===== src/rtl/knn_feeder.sv =====
// knn_feeder: buffers CPU-written data points in a FIFO and streams them with the test point
// to the KNN core over its en/valid/ready handshake. Define KNN_FEEDER_REPLAY_EN for non-destructive replay.
module knn_feeder #(
  parameter int DATA_W    = 32,
  parameter int NBR_DATAP = 50,
  parameter int CNT_W     = 6
) (
  input  logic              i_clk,
  input  logic              i_rst,
  input  logic              i_tp_wr,
  input  logic [DATA_W-1:0] i_tp_data,
  input  logic              i_dp_wr,
  input  logic [DATA_W-1:0] i_dp_data,
  input  logic              i_start,
  input  logic [CNT_W-1:0]  i_nbr_points,
  input  logic              i_knn_stall,
  output logic              o_knn_en,
  output logic              o_knn_valid,
  output logic              o_knn_ready,
  output logic [DATA_W-1:0] o_knn_A,
  output logic [DATA_W-1:0] o_knn_B,
  output logic              o_busy,
  output logic              o_done,
  output logic [CNT_W-1:0]  o_fifo_level,
  output logic              o_overflow
);

  localparam logic [2:0] S_IDLE   = 3'd0;
  localparam logic [2:0] S_ARM    = 3'd1;
  localparam logic [2:0] S_STREAM = 3'd2;
  localparam logic [2:0] S_WAIT   = 3'd3;
  localparam logic [2:0] S_FINISH = 3'd4;

  localparam logic [CNT_W-1:0] DEPTH = CNT_W'(NBR_DATAP);
  localparam logic [CNT_W-1:0] ONE   = CNT_W'(1);
  localparam logic [CNT_W-1:0] ZERO  = {CNT_W{1'b0}};

  logic [2:0]        r_state;
  logic [2:0]        w_state_nxt;
  logic [DATA_W-1:0] r_mem [NBR_DATAP];
  logic [CNT_W-1:0]  r_wr_ptr;
  logic [CNT_W-1:0]  r_rd_ptr;
  logic [CNT_W-1:0]  r_level;
  logic [CNT_W-1:0]  r_remaining;
  logic [DATA_W-1:0] r_tp;
  logic              r_done;
  logic              r_overflow;

  logic              w_full;
  logic              w_avail;
  logic              w_valid;
  logic              w_xfer;
  logic              w_push;
  logic              w_start;
  logic              w_start_run;
  logic              w_last;
  logic              w_busy;
  logic [CNT_W-1:0]  w_nbr_clamped;

  // Pointers wrap at the FIFO depth, not at the counter width.
  function automatic logic [CNT_W-1:0] ptr_inc(input logic [CNT_W-1:0] p);
    return (p == DEPTH - ONE) ? ZERO : p + ONE;
  endfunction

  assign w_full = (r_level == DEPTH);

`ifdef KNN_FEEDER_REPLAY_EN
  logic [CNT_W-1:0] r_avail;
  assign w_avail = (r_avail != ZERO);
  assign w_push  = i_dp_wr & ~w_full;
`else
  assign w_avail = (r_level != ZERO);
  assign w_push  = i_dp_wr & (~w_full | w_xfer);
`endif

  assign w_busy        = (r_state == S_ARM) | (r_state == S_STREAM) | (r_state == S_WAIT);
  assign w_valid       = (r_state == S_STREAM) & w_avail;
  assign w_xfer        = w_valid & ~i_knn_stall;
  assign w_start       = i_start & (r_state == S_IDLE);
  assign w_start_run   = w_start & (i_nbr_points != ZERO);
  assign w_last        = w_xfer & (r_remaining == ONE);
  assign w_nbr_clamped = (i_nbr_points > DEPTH) ? DEPTH : i_nbr_points;

  // Next-state decode for the run sequencer.
  always_comb begin
    w_state_nxt = r_state;
    case (r_state)
      S_IDLE: begin
        if (w_start_run) w_state_nxt = S_ARM;
        else             w_state_nxt = S_IDLE;
      end
      S_ARM:  w_state_nxt = S_STREAM;
      S_STREAM: begin
        if (w_last)        w_state_nxt = S_FINISH;
        else if (!w_avail) w_state_nxt = S_WAIT;
        else               w_state_nxt = S_STREAM;
      end
      S_WAIT: begin
        if (w_avail) w_state_nxt = S_STREAM;
        else         w_state_nxt = S_WAIT;
      end
      S_FINISH: w_state_nxt = S_IDLE;
      default:  w_state_nxt = S_IDLE;
    endcase
  end

  // FIFO storage carries no reset; validity is tracked by the pointers.
  always_ff @(posedge i_clk) begin
    if (w_push) r_mem[r_wr_ptr] <= i_dp_data;
  end

  // FIFO pointers and occupancy.
  always_ff @(posedge i_clk or negedge i_rst) begin
    if (!i_rst) begin
      r_wr_ptr <= ZERO;
      r_rd_ptr <= ZERO;
      r_level  <= ZERO;
`ifdef KNN_FEEDER_REPLAY_EN
      r_avail  <= ZERO;
`endif
    end else begin
      if (w_push) r_wr_ptr <= ptr_inc(r_wr_ptr);
`ifdef KNN_FEEDER_REPLAY_EN
      // Stored data never moves, so the tail is always slot zero.
      if (w_start_run) r_rd_ptr <= ZERO;
      else if (w_xfer) r_rd_ptr <= ptr_inc(r_rd_ptr);
      if (w_push) r_level <= r_level + ONE;
      if (w_start_run)          r_avail <= r_level + (w_push ? ONE : ZERO);
      else if (w_push & ~w_xfer) r_avail <= r_avail + ONE;
      else if (~w_push & w_xfer) r_avail <= r_avail - ONE;
`else
      if (w_xfer) r_rd_ptr <= ptr_inc(r_rd_ptr);
      if (w_push & ~w_xfer)      r_level <= r_level + ONE;
      else if (~w_push & w_xfer) r_level <= r_level - ONE;
`endif
    end
  end

  // Run state, remaining count, status flags and test point.
  always_ff @(posedge i_clk or negedge i_rst) begin
    if (!i_rst) begin
      r_state     <= S_IDLE;
      r_remaining <= ZERO;
      r_done      <= 1'b0;
      r_overflow  <= 1'b0;
      r_tp        <= {DATA_W{1'b0}};
    end else begin
      r_state <= w_state_nxt;
      if (w_start_run) r_remaining <= w_nbr_clamped;
      else if (w_xfer) r_remaining <= r_remaining - ONE;
      // A zero-length start completes immediately.
      if (w_start_run)           r_done <= 1'b0;
      else if (w_start | w_last) r_done <= 1'b1;
      if (i_dp_wr & ~w_push) r_overflow <= 1'b1;
      else if (w_start)      r_overflow <= 1'b0;
      if (i_tp_wr & ~w_busy) r_tp <= i_tp_data;
    end
  end

  assign o_knn_en     = w_busy;
  assign o_busy       = w_busy;
  assign o_knn_valid  = w_valid;
  assign o_knn_ready  = w_xfer;
  assign o_knn_A      = r_tp;
  assign o_knn_B      = w_valid ? r_mem[r_rd_ptr] : {DATA_W{1'b0}};
  assign o_done       = r_done;
  assign o_fifo_level = r_level;
  assign o_overflow   = r_overflow;

endmodule


===== config.mk =====
export PLATFORM = sky130hd
export DESIGN_NAME = knn_feeder
export DESIGN_NICKNAME = d
export VERILOG_FILES = /design/src/rtl/knn_feeder.sv
export SDC_FILE = /design/constraint.sdc
export NUM_CORES = 2
export LEC_CHECK = 0
export BUFFER_PORTS_ARGS = -buffer_cell sky130_fd_sc_hd__buf_2
export CELL_PAD_IN_SITES_DETAIL_PLACEMENT = 1
export CELL_PAD_IN_SITES_GLOBAL_PLACEMENT = 1
export CORE_ASPECT_RATIO = 1.75
export CORE_MARGIN = 1.5
export CORE_UTILIZATION = 41
export DETAILED_ROUTE_END_ITERATION = 10
export GPL_TIMING_DRIVEN = 0
export HOLD_SLACK_MARGIN = 0.05
export PLACE_DENSITY = 0.67
export RECOVER_POWER = 50
export SYNTH_ARGS = -nofsm -noshare
export SYNTH_HDL_FRONTEND = slang
export SYNTH_SLANG_ARGS = --single-unit
export TNS_END_PERCENT = 1

===== constraint.sdc =====
create_clock -name i_clk -period 4.3 [get_ports i_clk]
set_input_delay 0.86 -clock i_clk [delete_from_list [all_inputs] [get_ports i_clk]]
set_output_delay 0.86 -clock i_clk [all_outputs]
set_load 0.03 [all_outputs]

Word-level counts from Yosys, hierarchy flattened
Memories as Yosys holds them, arrays and structs flattened. Cells that the tools add are included.

Flip-flop bits (word level): 61. RAM bits: 1600. Input port bits: 76. Output and inout port bits: 76. Word-level logic and storage cells: 66. Memories: 1.

Memories: r_mem (depth 50, bits a word 32, rd ports 1, clocked after Yosys merged registers in 0, wr ports 1, line 40) `logic [DATA_W-1:0] r_mem [NBR_DATAP];`.

Add/subtract/negate cells: 5. Magnitude comparators: 1. Eq/ne operators: 7. Muxes and demuxes: 18. Bitwise gates (word level): 19. Reduce and logical (&&, ||, !) cells: 7.

Operators by type and width (number): 6-bit two-way mux (7); 32-bit two-way mux (1); 6-bit by 1-bit adder with 6-bit output, second input constant (3); 6-bit == test, second input constant (3); 3-bit one-hot mux with 4 select lines (1); 6-bit nonzero test (2); 6-bit by 1-bit subtractor with 6-bit output, second input constant (2); 1-bit bitwise AND (10); 1-bit two-way mux (8); 2-bit nonzero test (4); 3-bit by 2-bit == test with 1-bit output, second input constant (2); 6-bit by 1-bit == test with 1-bit output, second input constant (1); 6-bit greater-than comparator, second input constant (1); 1-bit inverter (5); 1-bit bitwise OR (4); 3-bit by 1-bit == test with 1-bit output, second input constant (1); 3-bit logical NOT (1); 3-bit two-way mux (1).

Depth between registers and ports, before layout
Depth after elaboration: 9. Mapped depth: 13. Gate-level depth less buffers: 13.

Worst setup path before layout
Ideal clock, no wire load.

Kind: input -> register. Start point: in i_knn_stall. End point: mem r_mem[26][0] (enable). Arrival time: 3.215 ns. Data required time: 3.879 ns. Setup slack: 0.663 ns. Cell stages on the path: 6. Path through: a211o_1 inv_2 o21ai_2 or4_1 clkbuf_1 nor2_1.

Longest elaborated chain between the ends: 6.

RTL lines: start, declared (line 16) `input logic i_knn_stall,`; 1-bit inverter (line 78) `assign w_xfer = w_valid & ~i_knn_stall;`; 1-bit bitwise AND (line 78); 1-bit bitwise OR (line 73) `assign w_push = i_dp_wr & (~w_full | w_xfer);`; 1-bit bitwise AND (line 73); 1-bit two-way mux (line 109) `if (w_push) r_mem[r_wr_ptr] <= i_dp_data;`; 1-bit two-way mux (not written as such) (line 109); end, declared (line 40).

No other way between the ends.

Final worst setup path
Start point: reg r_rd_ptr[1]. End point: out o_knn_B[2].

Longest elaborated chain between the ends: 2.

RTL lines: start, declared (line 42) `logic [CNT_W-1:0] r_rd_ptr;`; start signal, assigned (line 132) `if (w_xfer) r_rd_ptr <= ptr_inc(r_rd_ptr);`; memory 50 x 32 bit; 32-bit two-way mux (line 165) `assign o_knn_B = w_valid ? r_mem[r_rd_ptr] : {DATA_W{1'b0}};`; end, declared (line 21) `output logic [DATA_W-1:0] o_knn_B,`.

No other way between the ends.

==> results.cfg <==
[drt]
first_pass_iters = 7
drt_iter0_drc = 2874
routed_wirelength_mm = 191
vias = 32300
drtAntennaViolNets = 0
wl_per_cell_um = 34.8
top_layer = met5
wl_met2_mm = 104
drcViolationCount = 0
wl_met3_mm = 9.14
wl_met1_mm = 64.9
via_per_inst = 5.91

[clock_network]
cts_sinks = 1661
holdBufCountCts = 0
cts_root_buf = clkbuf_16
clk_latency_ns = 0.82
cts_made_buffers = 154
clockBufferDepth = 4
clkTransAtPathRegs_ns = 0.07
clock_tree.htree_level_count = 4
cts_tree = built

[global_route]
grt_pass1_wl_mm = 267
grt_usage_pct = 24.2
grt_max_degree = 62
grt.overflow.total = 0
grt_pass1_vias = 34800
antenna_found_initial = 5

[timing]
tightest_slew_ns = 3.66
hold_violations = 0
fin_skew_ns = 0.0501
hold_ws_ns = 0.292
period_share_pct = 101
rsz0062_at_grt = true
slew_violations = 1694
tns_ns = -0.177
setup_ws_ns = -0.0490
slew_headroom_pct = -144
clock.fmax_mhz = 230
fin_crit_ns = 4.35
setup_viol = 12

[final_layout]
syn2layout_area_growth_pct = 17.4
layout-drive-gt1-share_pct = 31.4
layout_commonest_cell = edfxtp_1
layout.cells.non_filler = 5473
fin_nets = 3427
mostFrequentLayoutCells = 1,600 x edfxtp_1, 327 x mux4_2, 184 x mux2i_1
final_util_pct = 48.4

[floorplan]
fp-row-count = 191
initial_utilization_pct = 41.3
die_y_um = 525
fp.dieW_um = 301
core_area_mm2 = 0.155
io_pins = 152
die_area_mm2 = 0.158

[placed_design]
portBuffers = 151
gp_congestion = 0.818
dp.cells = 5202
dp_slack_ns = -1.21
hpwl_mm = 128

[critical_path]
cp.required_ns = 3.44
end_kind = primary output
cp.arrival_ns = 3.49
crit_type = reg2out
max_stage_delay_ns = 0.60
crit_path_top_delay_cell = a311oi_4
path_max_fanout = 10
start_kind = register
crit_chain = buf_12, buf_8, buf_4, mux4_2, mux2i_4, a311oi_4, and3_4, buf_2

[power]
power_leakage_uw = 0.0237
p_seq_share_pct = 37.9
vdd.ir_drop.worst_mv = 0.444
p_comb_share_pct = 36.0
swShare_pct = 35.1
powerDensity_mw_per_mm2 = 667
power.switching_uw = 17500
clockPowerShare_pct = 26.1
p_int_uw = 32400

[synthesis]
synth-edff-count = 1600
yosys.area.top_type = edfxtp_1
syn_area_per_cell_um2 = 21.5
synth_cell_types = 61
async_flop_share_pct = 3.67
ys_warn_count = 0
ys_seq_area_share_pct = 77.7
ys_top_cells_by_area = edfxtp_1 75%, mux4_2 12%, mux2i_1 3.0%, dfrtp_1 2.4%, a22oi_1 0.69%
netlist_area_mm2 = 0.0638
syn_inst = 2969
synthFlopType = edfxtp_1
synth_seq_cells = 1661
syn_nets = 3057
yosysTopAreaCellShare_pct = 75.3

[status]
status = finished with violations
violations = capacitance limit, slew limit, setup timing

[min_path]
hold_class = in2reg

[run]
drv_cap = 33
[power groups by stage]
stage	Sequential, uW	Combinational, uW	Clock (uW)
after global routing	19000	18600	13700
after floorplan	19600	9120	0
after global placement	19200	15600	0
after CTS	18900	17700	13200
after detailed placement	19200	16100	0
final	18900	18000	13000
[flip-flops by register name, summed over array words and instances, names as in the netlist]
| register | flops |
|---|---|
| r_mem | 1600 |
| r_remaining | 6 |
| o_knn_A | 32 |
| o_overflow | 1 |
| r_wr_ptr | 6 |
| o_fifo_level | 6 |
| r_rd_ptr | 6 |
| r_state | 3 |
| o_done | 1 |
[cell families after synthesis]
logic type | count (synthesis) | synth area share, %
DFF | 1661 | 77.7
muxes | 557 | 15.2
AOI/OAI and AO/OA | 339 | 3.90
and+or+nand+nor | 202 | 1.46
buffers and inverters | 188 | 1.33
adders and majority gates | 12 | 0.247
xor gates and xnor gates | 10 | 0.137
[per-stage QoR]
step | area (um2) | total power (uW)
2_1_floorplan | 63800 | 28700
3_3_place_gp | 67100 | 34800
3_5_place_dp | 68700 | 35400
4_1_cts | 74500 | 49800
5_1_grt | 74900 | 51300
6_report | 74900 | 50000
[repair_timing]
item | 4_1_cts | 5_1_grt
setup buffers | 9 | 0
pin swaps | 17 | 21
setup endpoints to repair | 32 | 32
gates resized for setup | 367 | 122
[Yosys cell counts, types with 26 or more instances]
master / instances
a21oi_1: 35
mux2_2: 37
nand2_1: 58
clkbuf_1: 74
mux4_2: 327
edfxtp_1: 1600
o21ai_0: 36
buf_2: 64
a22o_1: 26
dfrtp_1: 61
a22oi_1: 59
mux2i_1: 193
a211oi_1: 50
nor2_1: 74
o22ai_1: 28
o221ai_1: 30
[final timing paths]
path / slack, ns / depth (start not counted) / start / to
max reg2reg: 0.31 / 8 / r_state[2]$_DFF_PN0_ / r_mem[33][14]$_DFFE_PP_
min: 0.29 / 2 / i_tp_data[14] / o_knn_A[14]$_DFFE_PN0P_
max: -0.05 / 8 / r_rd_ptr[1]$_DFFE_PN0P_ / o_knn_B[2]
min in group asynchronous: 1.30 / 1 / i_rst / o_knn_A[10]$_DFFE_PN0P_
max in group asynchronous: 0.64 / 1 / i_rst / r_rd_ptr[1]$_DFFE_PN0P_
min reg2reg: 0.50 / 1 / o_knn_A[19]$_DFFE_PN0P_ / o_knn_A[19]$_DFFE_PN0P_
[cell type report]
| type | instances | area [um2] |
|---|---|---|
| flip-flops and latches | 1661 | 49600 |
| well taps | 2026 | 2530 |
| repair buffers | 216 | 2010 |
| inverters | 15 | 58.8 |
| diodes | 2 | 5.00 |
| fillers | 13700 | 79700 |
| clock inverters | 68 | 498 |
| plain buffers | 171 | 1510 |
| clock buffers | 194 | 4090 |
| multi-input cells | 1120 | 14600 |
[routing by layer]
| layer | up-vias | GRT usage, % |
|---|---|---|
| li1 | 13200 | - |
| met1 | 17400 | 26.6 |
| met2 | 1264 | 44.1 |
| met3 | 415 | 2.94 |
| met4 | 2 | 14.5 |
| met5 | - | 0 |
[worst max-delay path: cells and delay by family (launching register included)]
kind            cells  cell delay, ns
simple gates        1            0.33
compound gates      1            0.60
mux                 2            0.35
buf+inv             4            0.89
flops               1            0.48
Power figures use the tool's default switching activity.
